## src/rtl/usb_spiflash_sequencer.sv

```systemverilog
// Splits one DFU command into page-sized usb_spiflash_bridge requests, gates the
// upstream byte streams to the command length and waits out flash busy periods.
module usb_spiflash_sequencer #(
   parameter int PAGE_SIZE    = 256,
   parameter int BUSY_TIMEOUT = 16
) (
   input  logic        clk,
   input  logic        reset_n,
   input  logic        cmd_valid,
   output logic        cmd_ready,
   input  logic        cmd_write,
   input  logic        cmd_security,
   input  logic [15:0] cmd_page,
   input  logic [15:0] cmd_length,
   output logic        done,
   output logic        error,
   input  logic        up_rd_free,
   output logic        up_rd_put,
   output logic [7:0]  up_rd_data,
   input  logic        up_wr_avail,
   output logic        up_wr_get,
   input  logic [7:0]  up_wr_data,
   output logic [15:0] br_address,
   output logic        br_security,
   output logic        br_rd_request,
   output logic        br_rd_data_free,
   output logic        br_wr_request,
   output logic        br_wr_data_avail,
   output logic [7:0]  br_wr_data,
   input  logic        br_rd_data_put,
   input  logic [7:0]  br_rd_data,
   input  logic        br_wr_busy,
   input  logic        br_wr_data_get
);

   localparam int PW = $clog2(PAGE_SIZE) + 1;
   localparam int TW = $clog2(BUSY_TIMEOUT + 4) + 1;

   typedef enum logic [2:0] {
      IDLE, RD_STREAM, RD_DRAIN, WR_PAGE, WR_WAIT_BUSY, WR_WAIT_DONE, DONE
   } state_t;

   state_t          state_reg, state_next;
   logic [16:0]     remaining_reg;
   logic [PW-1:0]   page_cnt_reg, page_len_reg;
   logic [TW-1:0]   timer_reg;
   logic [15:0]     address_reg;
   logic            security_reg;
   logic            error_reg;

   logic            accept, in_page, take_rd, take_wr;
   logic            next_page, busy_timeout;

   function automatic logic [PW-1:0] clip_page(input logic [16:0] n);
      if (n >= 17'(PAGE_SIZE))
         return PW'(PAGE_SIZE);
      else
         return n[PW-1:0];
   endfunction

   // Gates use only registered counts, so a byte past the command length is never passed on.
   assign accept  = cmd_valid && (state_reg == IDLE);
   assign in_page = page_cnt_reg < page_len_reg;
   assign take_rd = (state_reg == RD_STREAM) && br_rd_data_put && (remaining_reg != 17'd0);
   assign take_wr = (state_reg == WR_PAGE) && in_page && up_wr_avail && br_wr_data_get;

   assign cmd_ready        = (state_reg == IDLE);
   assign done             = (state_reg == DONE);
   assign error            = (state_reg == DONE) && error_reg;
   assign br_address       = address_reg;
   assign br_security      = security_reg;
   assign br_rd_request    = (state_reg == RD_STREAM);
   assign br_rd_data_free  = (state_reg == RD_STREAM) && up_rd_free;
   assign up_rd_put        = take_rd;
   assign up_rd_data       = take_rd ? br_rd_data : 8'h00;
   assign br_wr_request    = (state_reg == WR_PAGE) && in_page;
   assign br_wr_data_avail = (state_reg == WR_PAGE) && in_page && up_wr_avail;
   assign br_wr_data       = (state_reg == WR_PAGE) ? up_wr_data : 8'h00;
   assign up_wr_get        = take_wr;

   always_comb begin
      state_next   = state_reg;
      next_page    = 1'b0;
      busy_timeout = 1'b0;
      case (state_reg)
         IDLE: begin
            if (accept) begin
               if (cmd_length == 16'd0)
                  state_next = DONE;
               else if (cmd_write)
                  state_next = WR_PAGE;
               else
                  state_next = RD_STREAM;
            end
         end
         RD_STREAM: begin
            if (take_rd && remaining_reg == 17'd1)
               state_next = RD_DRAIN;
         end
         RD_DRAIN: begin
            // Late bridge puts land here and are dropped; four cycles covers its pipeline.
            if (timer_reg == TW'(3))
               state_next = DONE;
         end
         WR_PAGE: begin
            if (take_wr && (page_cnt_reg + PW'(1)) == page_len_reg)
               state_next = WR_WAIT_BUSY;
         end
         WR_WAIT_BUSY: begin
            if (br_wr_busy) begin
               state_next = WR_WAIT_DONE;
            end else if (timer_reg == TW'(BUSY_TIMEOUT - 1)) begin
               busy_timeout = 1'b1;
               state_next   = DONE;
            end
         end
         WR_WAIT_DONE: begin
            if (!br_wr_busy) begin
               if (remaining_reg != 17'd0) begin
                  next_page  = 1'b1;
                  state_next = WR_PAGE;
               end else begin
                  state_next = DONE;
               end
            end
         end
         DONE:    state_next = IDLE;
         default: state_next = IDLE;
      endcase
   end

   always_ff @(posedge clk or negedge reset_n) begin
      if (!reset_n) begin
         state_reg     <= IDLE;
         remaining_reg <= '0;
         page_cnt_reg  <= '0;
         page_len_reg  <= '0;
         timer_reg     <= '0;
         address_reg   <= '0;
         security_reg  <= 1'b0;
         error_reg     <= 1'b0;
      end else begin
         state_reg <= state_next;

         if (state_next != state_reg)
            timer_reg <= '0;
         else if (state_reg == RD_DRAIN || state_reg == WR_WAIT_BUSY)
            timer_reg <= timer_reg + TW'(1);

         if (accept) begin
            remaining_reg <= {1'b0, cmd_length};
            address_reg   <= cmd_page;
            security_reg  <= cmd_security;
            page_len_reg  <= clip_page({1'b0, cmd_length});
            page_cnt_reg  <= '0;
            error_reg     <= 1'b0;
         end else if (take_rd || take_wr) begin
            remaining_reg <= remaining_reg - 17'd1;
         end

         if (take_wr)
            page_cnt_reg <= page_cnt_reg + PW'(1);

         // Page address wraps 0xFFFF -> 0x0000 by plain 16-bit overflow.
         if (next_page) begin
            address_reg  <= address_reg + 16'd1;
            page_len_reg <= clip_page(remaining_reg);
            page_cnt_reg <= '0;
         end

         if (busy_timeout)
            error_reg <= 1'b1;
      end
   end

endmodule
```

## config.mk

```make
export PLATFORM = sky130hd
export DESIGN_NAME = usb_spiflash_sequencer
export DESIGN_NICKNAME = d
export VERILOG_FILES = /design/src/rtl/usb_spiflash_sequencer.sv
export SDC_FILE = /design/constraint.sdc
export NUM_CORES = 1
export LEC_CHECK = 0
export CAP_MARGIN = 30
export CORE_ASPECT_RATIO = 0.8
export CORE_MARGIN = 1.5
export CORE_UTILIZATION = 40
export DETAILED_ROUTE_END_ITERATION = 8
export GPL_TIMING_DRIVEN = 1
export PLACE_DENSITY_LB_ADDON = 0.3
export REMOVE_ABC_BUFFERS = 1
export SLEW_MARGIN = 20
export SYNTH_ARGS = -nofsm -noshare
export SYNTH_HDL_FRONTEND = slang
export SYNTH_SLANG_ARGS = --single-unit
```

## constraint.sdc

```tcl
create_clock -name clk -period 8.4 [get_ports clk]
set_input_delay 2.1 -clock clk [delete_from_list [all_inputs] [get_ports clk]]
set_output_delay 2.1 -clock clk [all_outputs]
set_load 0.01 [all_outputs]
```

==> run_results.csv, run 1 <==
group,metric,value,unit
run_status,status,"completed",
clocking,cts_tree,"built",
floorplan,core,0.01016,mm2
clocking,cts_htree_levels,3,
critical_path,startpoint,"up_wr_avail",
detailed_routing,viasPerCell,5.686,
grt,antenna_found_initial,0,
clocking,cts_root_buffer,"clkbuf_16",
floorplan,initial_utilization,40.91,%
clocking,clk_latency,340,ps
power_and_ir_drop,power.density,295.6,mW/mm2
critical_path,worstPathRequired,6300,ps
detailed_routing,drc,0,
final_layout,drive_gt1_share,6.724,%
clocking,post_cts_buffers,0,
logic_synthesis,synth_cell_type_count,67,
flow_run,maxCapViolCount,0,
clocking,ctsHoldBuffers,0,
logic_synthesis,synth_seq_cells,62,
floorplan,io_pins,100,
sta,worst_pin_slew,988.4,ps
critical_path,path_buf_inv,3,
sta,period_minus_slack,5987,ps
detailed_routing,vias,4094,
detailed_routing,wl_per_cell,16.07,um
final_layout,final-seq-area,0.001551,mm2
final_layout,nets,647,
critical_path,endpoint_kind,"output pin",
floorplan,dieArea,0.01101,mm2
critical_path,cp_max_fo,17,
sta,drv_slew,0,
sta,fin_setup_tns,0,ps
logic_synthesis,synth_edf_count,0,
detailed_routing,drtIter0Drc,306,
placement,dp.final_hpwl,8.439,mm
detailed_routing,drt_pass1_iterations,5,
critical_path,cp_top_family,"buffers and inverters",
placement,portBuffers,99,
logic_synthesis,yosys_warnings,0,
power_and_ir_drop,power,1.645,mW
grt,grt_pass1_vias,3951,
grt,gr-usage-met1,31.14,%
logic_synthesis,ys.flop_type,"dfrtp_1",
logic_synthesis,yosysSeqAreaShare,37.34,%
floorplan,die_w,117.0,um
final_layout,antenna_cells,0,
grt,grt_pass1_wl,19.33,mm
detailed_routing,routed_wirelength,11.57,mm
sta,finalCritPeriodShare,71.28,%
critical_path,critPathKind,"in -> out",
clocking,cts_resized,0,
grt,met3_usage,6.710,%
critical_path,start_kind,"input pin",
detailed_routing,ant_nets,0,
critical_path,rr_startpoint,"page_cnt_reg[2]",
floorplan,die_h,94.16,um
critical_path,cp.arrival,3890,ps
grt,grt.busiest_layer,"met2",
grt,grt_max_degree,63,
grt,grt_use_met2,34.60,%
sta,hold_ws,478.1,ps
final_layout,largest_reg_flops,17,
sta,finalSetupViolCount,0,
logic_synthesis,async_flop_share,100.0,%
critical_path,crit_chain,"clkdlybuf4s50_1 > nand4_2 > inv_1 > clkdlybuf4s50_1",
clocking,clkTransAtPathRegs,50,ps
logic_synthesis,avgSynthCellArea,8.585,um2
final_layout,multiInputGateArea,0.002411,mm2
logic_synthesis,synthCells,484,
clocking,clockBufferDepth,2,
clocking,numClockSinks,62,
sta,rsz0062_at_grt,"no",
logic_synthesis,synth_top_cell_by_area,"dfrtp_1",
sta,timing.slew.headroom,33.94,%
clocking,cts_buffers,9,
sta,max_freq,167.0,MHz
critical_path,max_stage_delay,580,ps
placement,globalplace.congestion,0.8309,
final_layout,area_growth,33.91,%
logic_synthesis,ys_top_cells_by_area,"dfrtp_1 (37%), o21ai_0 (5.1%), nor2_1 (4.2%)",
sta,finalHoldViolCount,0,
floorplan,placementRows,33,
grt,grt_overflow,0,
logic_synthesis,synth_area,0.004155,mm2
power_and_ir_drop,leakagePower,2.212,nW
critical_path,slowest_stage,"clkdlybuf4s50_1",
logic_synthesis,synth_top_area_share,37.34,%
sta,finClkSkew,7.849,ps
final_layout,fillers,962,
grt,grt.total_usage,22.63,%
critical_path,cp_common_cell,"clkdlybuf4s50_1",
worst_hold_path,holdCritStartpoint,"error_reg",
worst_hold_path,hp-class,"reg -> reg",
power_and_ir_drop,irDropWorstVdd,0.1576,mV
cells in the final DEF, fill, tap and decap left out, types with 4 or more instances in the layout:
cell              n
clkdlybuf4s50_1  98
dfrtp_1          62
nor2_1           47
nand2_1          46
o21ai_0          42
a21oi_1          27
and2_1           25
inv_1            22
nor3_1           14
ha_1             14
nor4_1           13
xnor2_1          13
a221oi_1         10
and3_1            9
nand4_1           9
a221o_1           9
clkbuf_16         9
nand3_1           7
nor3b_1           6
xor2_1            6
nand2b_1          5
or3_1             5
a31oi_1           5
o22ai_1           5
o31ai_1           5
buf_4             5
and4_1            4
worst reg2reg max path, cell delays in order, from the launching register on:
cell       delay (ps)
dfrtp_1           590
ha_1              310
o211ai_1          160
a21oi_1            80
o41ai_2           500
nand4_2           480
a2111oi_1         990
o31ai_1           210
and2_1            210
layout make-up:
type,count,share of cell area [%]
clock buffers,12,4.790
clock inverters,4,0.9669
inverters,22,1.484
multi-input cells,376,43.33
flip-flops and latches,62,27.88
well taps,140,3.148
repair buffers,104,18.39
path summary, 6_finish.rpt:
check                      slack, ps                 to  depth (start not counted)
hold reg to reg                  480          error_reg                          2
min in group asynchronous       1930       timer_reg[3]                          2
hold / removal                   480          error_reg                          2
setup / recovery                2410          up_wr_get                          4
setup reg to reg                4760       timer_reg[2]                          8
max in group asynchronous       5920  remaining_reg[16]                          2
cells in the mapped netlist (2+ instances only):
cell,count
or3_1,5
a221oi_1,10
o21ai_0,42
ha_1,14
nor3_1,14
a211oi_1,3
buf_2,4
xnor2_1,13
o211ai_1,2
a31oi_1,5
nand4_1,9
a221o_1,9
nor2b_1,3
and4_1,4
and2_1,25
a311oi_1,2
a21oi_1,27
nor3b_1,6
a31o_2,2
xor2_1,6
clkbuf_1,17
nand2b_1,5
nand2_1,46
or4_1,2
nor2_1,47
dfrtp_1,62
and3_1,9
nor4_1,13
o22ai_1,5
inv_1,22
o31ai_1,5
buf_4,2
nand3_1,7
or2_2,2
o41ai_1,3
per-layer routing:
layer / vias to the layer above / share of wire, %
li1: 1974 / -
met5: - / 0
met2: 131 / 46
met3: 11 / 6.7
met4: 0 / 0.83
met1: 1978 / 47
power breakdown:
part	internal [mW]	switching [mW]	leakage (nW)
clock network	0.254	0.137	0.151
logic	0.347	0.350	1.29
registers	0.413	0.144	0.766
through the flow:
step | cell area, um2 | worst slack (ps) | utilization [%] | cells
floorplan | 4045 | 3706 | - | 460
global placement | 5244 | 2466 | 51.63 | 704
detailed placement | 5244 | 2425 | 51.63 | 704
CTS | 5564 | 2426 | 54.78 | 720
global route | 5564 | 2246 | 54.78 | 720
finish | 5564 | 2413 | 54.78 | 720
cells by family (layout without fill, tap and decap cells):
logic type | Yosys count | after routing | synth area share (%)
AND/OR/NAND/NOR | 204 | 204 | 25.53
AO/OA/AOI/OAI | 137 | 137 | 23.46
flip-flops | 62 | 62 | 37.34
buffers and inverters | 46 | 142 | 4.637
XOR/XNOR | 20 | 20 | 4.547
adder cells (fa/ha/maj) | 14 | 14 | 4.216
multiplexers | 1 | 1 | 0.2710
(Power assumes the default switching activity.)
==> run 2, diff against run 1 <==
- clock period: 8.4 -> 6.1 ns (I/O delays scaled with it)
==> run_results.csv, run 2 (synthesized netlist as in run 1, its figures left out) <==
group,metric,value,unit
detailed_routing,drc,0,
power_and_ir_drop,leakagePower,2.218,nW
grt,grt_overflow,0,
final_layout,fillers,937,
critical_path,slowest_stage,"clkdlybuf4s50_1",
sta,timing.slew.headroom,46.02,%
flow_run,maxCapViolCount,0,
sta,rsz0062_at_grt,"no",
detailed_routing,drt_pass1_iterations,5,
critical_path,max_stage_delay,570,ps
clocking,post_cts_buffers,0,
critical_path,path_buf_inv,4,
sta,finalHoldViolCount,0,
critical_path,worstPathRequired,4580,ps
clocking,cts_htree_levels,3,
power_and_ir_drop,power.density,402.2,mW/mm2
power_and_ir_drop,power,2.235,mW
detailed_routing,viasPerCell,5.550,
power_and_ir_drop,irDropWorstVdd,0.2468,mV
sta,period_minus_slack,4681,ps
floorplan,core,0.01016,mm2
critical_path,endpoint_kind,"output pin",
final_layout,area_growth,33.72,%
detailed_routing,routed_wirelength,11.42,mm
worst_hold_path,hold_depth,2,
critical_path,start_kind,"input pin",
clocking,clk_latency,330,ps
sta,finalCritPeriodShare,76.74,%
critical_path,cp_common_cell,"clkdlybuf4s50_1",
floorplan,die_h,94.16,um
worst_hold_path,min_to,"error_reg",
critical_path,crit_chain,"clkdlybuf4s50_1 > nand4_2 > buf_4 > inv_1 > clkdlybuf4s50_1",
detailed_routing,wl_per_cell,15.82,um
placement,dp.final_hpwl,8.270,mm
critical_path,cp_top_family,"buffers and inverters",
sta,finalSetupViolCount,0,
critical_path,cp.arrival,3160,ps
final_layout,multiInputGateArea,0.002411,mm2
clocking,cts_resized,0,
floorplan,dieArea,0.01101,mm2
floorplan,die_w,117.0,um
clocking,ctsHoldBuffers,0,
critical_path,rr_endpoint,"page_cnt_reg[5]",
detailed_routing,ant_nets,0,
floorplan,initial_utilization,40.91,%
worst_hold_path,holdCritStartpoint,"error_reg",
clocking,cts_buffers,9,
detailed_routing,vias,4007,
sta,worst_pin_slew,809.8,ps
clocking,numClockSinks,62,
sta,drv_slew,0,
final_layout,largest_reg_flops,17,
placement,portBuffers,99,
final_layout,nets,649,
clocking,cts_root_buffer,"clkbuf_16",
final_layout,final_common_cell,"clkdlybuf4s50_1",
final_layout,mostFrequentLayoutCells,"clkdlybuf4s50_1 (98), dfrtp_1 (62), nor2_1 (47)",
run_status,status,"completed",
sta,finClkSkew,8.079,ps
clocking,clockBufferDepth,2,
grt,grt_pass1_vias,3792,
sta,max_freq,213.6,MHz
worst_hold_path,hp-class,"reg -> reg",
critical_path,regToRegSetupSlack,2820,ps
grt,antenna_found_initial,0,
floorplan,io_pins,100,
final_layout,final-seq-area,0.001551,mm2
detailed_routing,drtIter0Drc,233,
clocking,clkTransAtPathRegs,50,ps
critical_path,cp_max_fo,17,
final_layout,drive_gt1_share,7.045,%
grt,grt_pass1_wl,18.64,mm
clocking,cts_tree,"built",
placement,globalplace.congestion,0.8442,
critical_path,r2r_cells,8,
grt,grt.total_usage,21.79,%
critical_path,critPathKind,"in -> out",
critical_path,rr_startpoint,"remaining_reg[13]",
floorplan,placementRows,33,
final_layout,antenna_cells,0,
grt,grt_max_degree,63,
sta,fin_setup_tns,0,ps
## run 2: power breakdown
group	switching [mW]	internal, mW
clock network	0.188	0.325
logic	0.475	0.478
registers	0.201	0.568
total	0.863	1.37
## run 2: how the worst max path moves through the flow
stage	startpoint	to	cells past startpoint	slack, ps
floorplan	page_cnt_reg[4]	up_wr_get	5	2550
global placement	br_wr_data_get	up_wr_get	5	1470
detailed placement	br_wr_data_get	up_wr_get	5	1430
CTS	br_wr_data_get	up_wr_get	5	1420
global route	page_cnt_reg[2]	up_wr_get	8	1360
finish	br_wr_data_get	up_wr_get	5	1420
## run 2: routing by layer
layer	up-vias	wire length (um)	global-route usage [%]
li1	1975	-	-
met1	1899	5531	30.05
met2	118	5064	33.43
met3	15	659	5.548
met4	0	166	6.727
met5	-	0	0
## run 2: cell type report
cell class,instances,share of cell area (%)
timing repair buffer,106,18.64
sequential,62,27.92
inverter,22,1.486
tap,140,3.152
clock inverter,6,1.103
clock buffer,10,4.301
multi-input combinational,376,43.39
## run 2: metrics by stage
stage	util (%)	area, um2	worst slack [ps]	cells	hold WS (ps)
floorplan	-	4045	2548	460	438.7
global placement	51.70	5251	1473	705	460.3
detailed placement	51.70	5251	1432	705	461.5
CTS	54.66	5552	1423	721	479.1
global route	54.71	5557	1360	722	519.5
finish	54.71	5557	1419	722	473.6
## run 2: worst reg2reg max path: cells and delay by family, from the launching register on
family | cells | cell delay (ps)
compound gates | 3 | 500
buf+inv | 1 | 330
simple gates | 4 | 1950
flops | 1 | 390
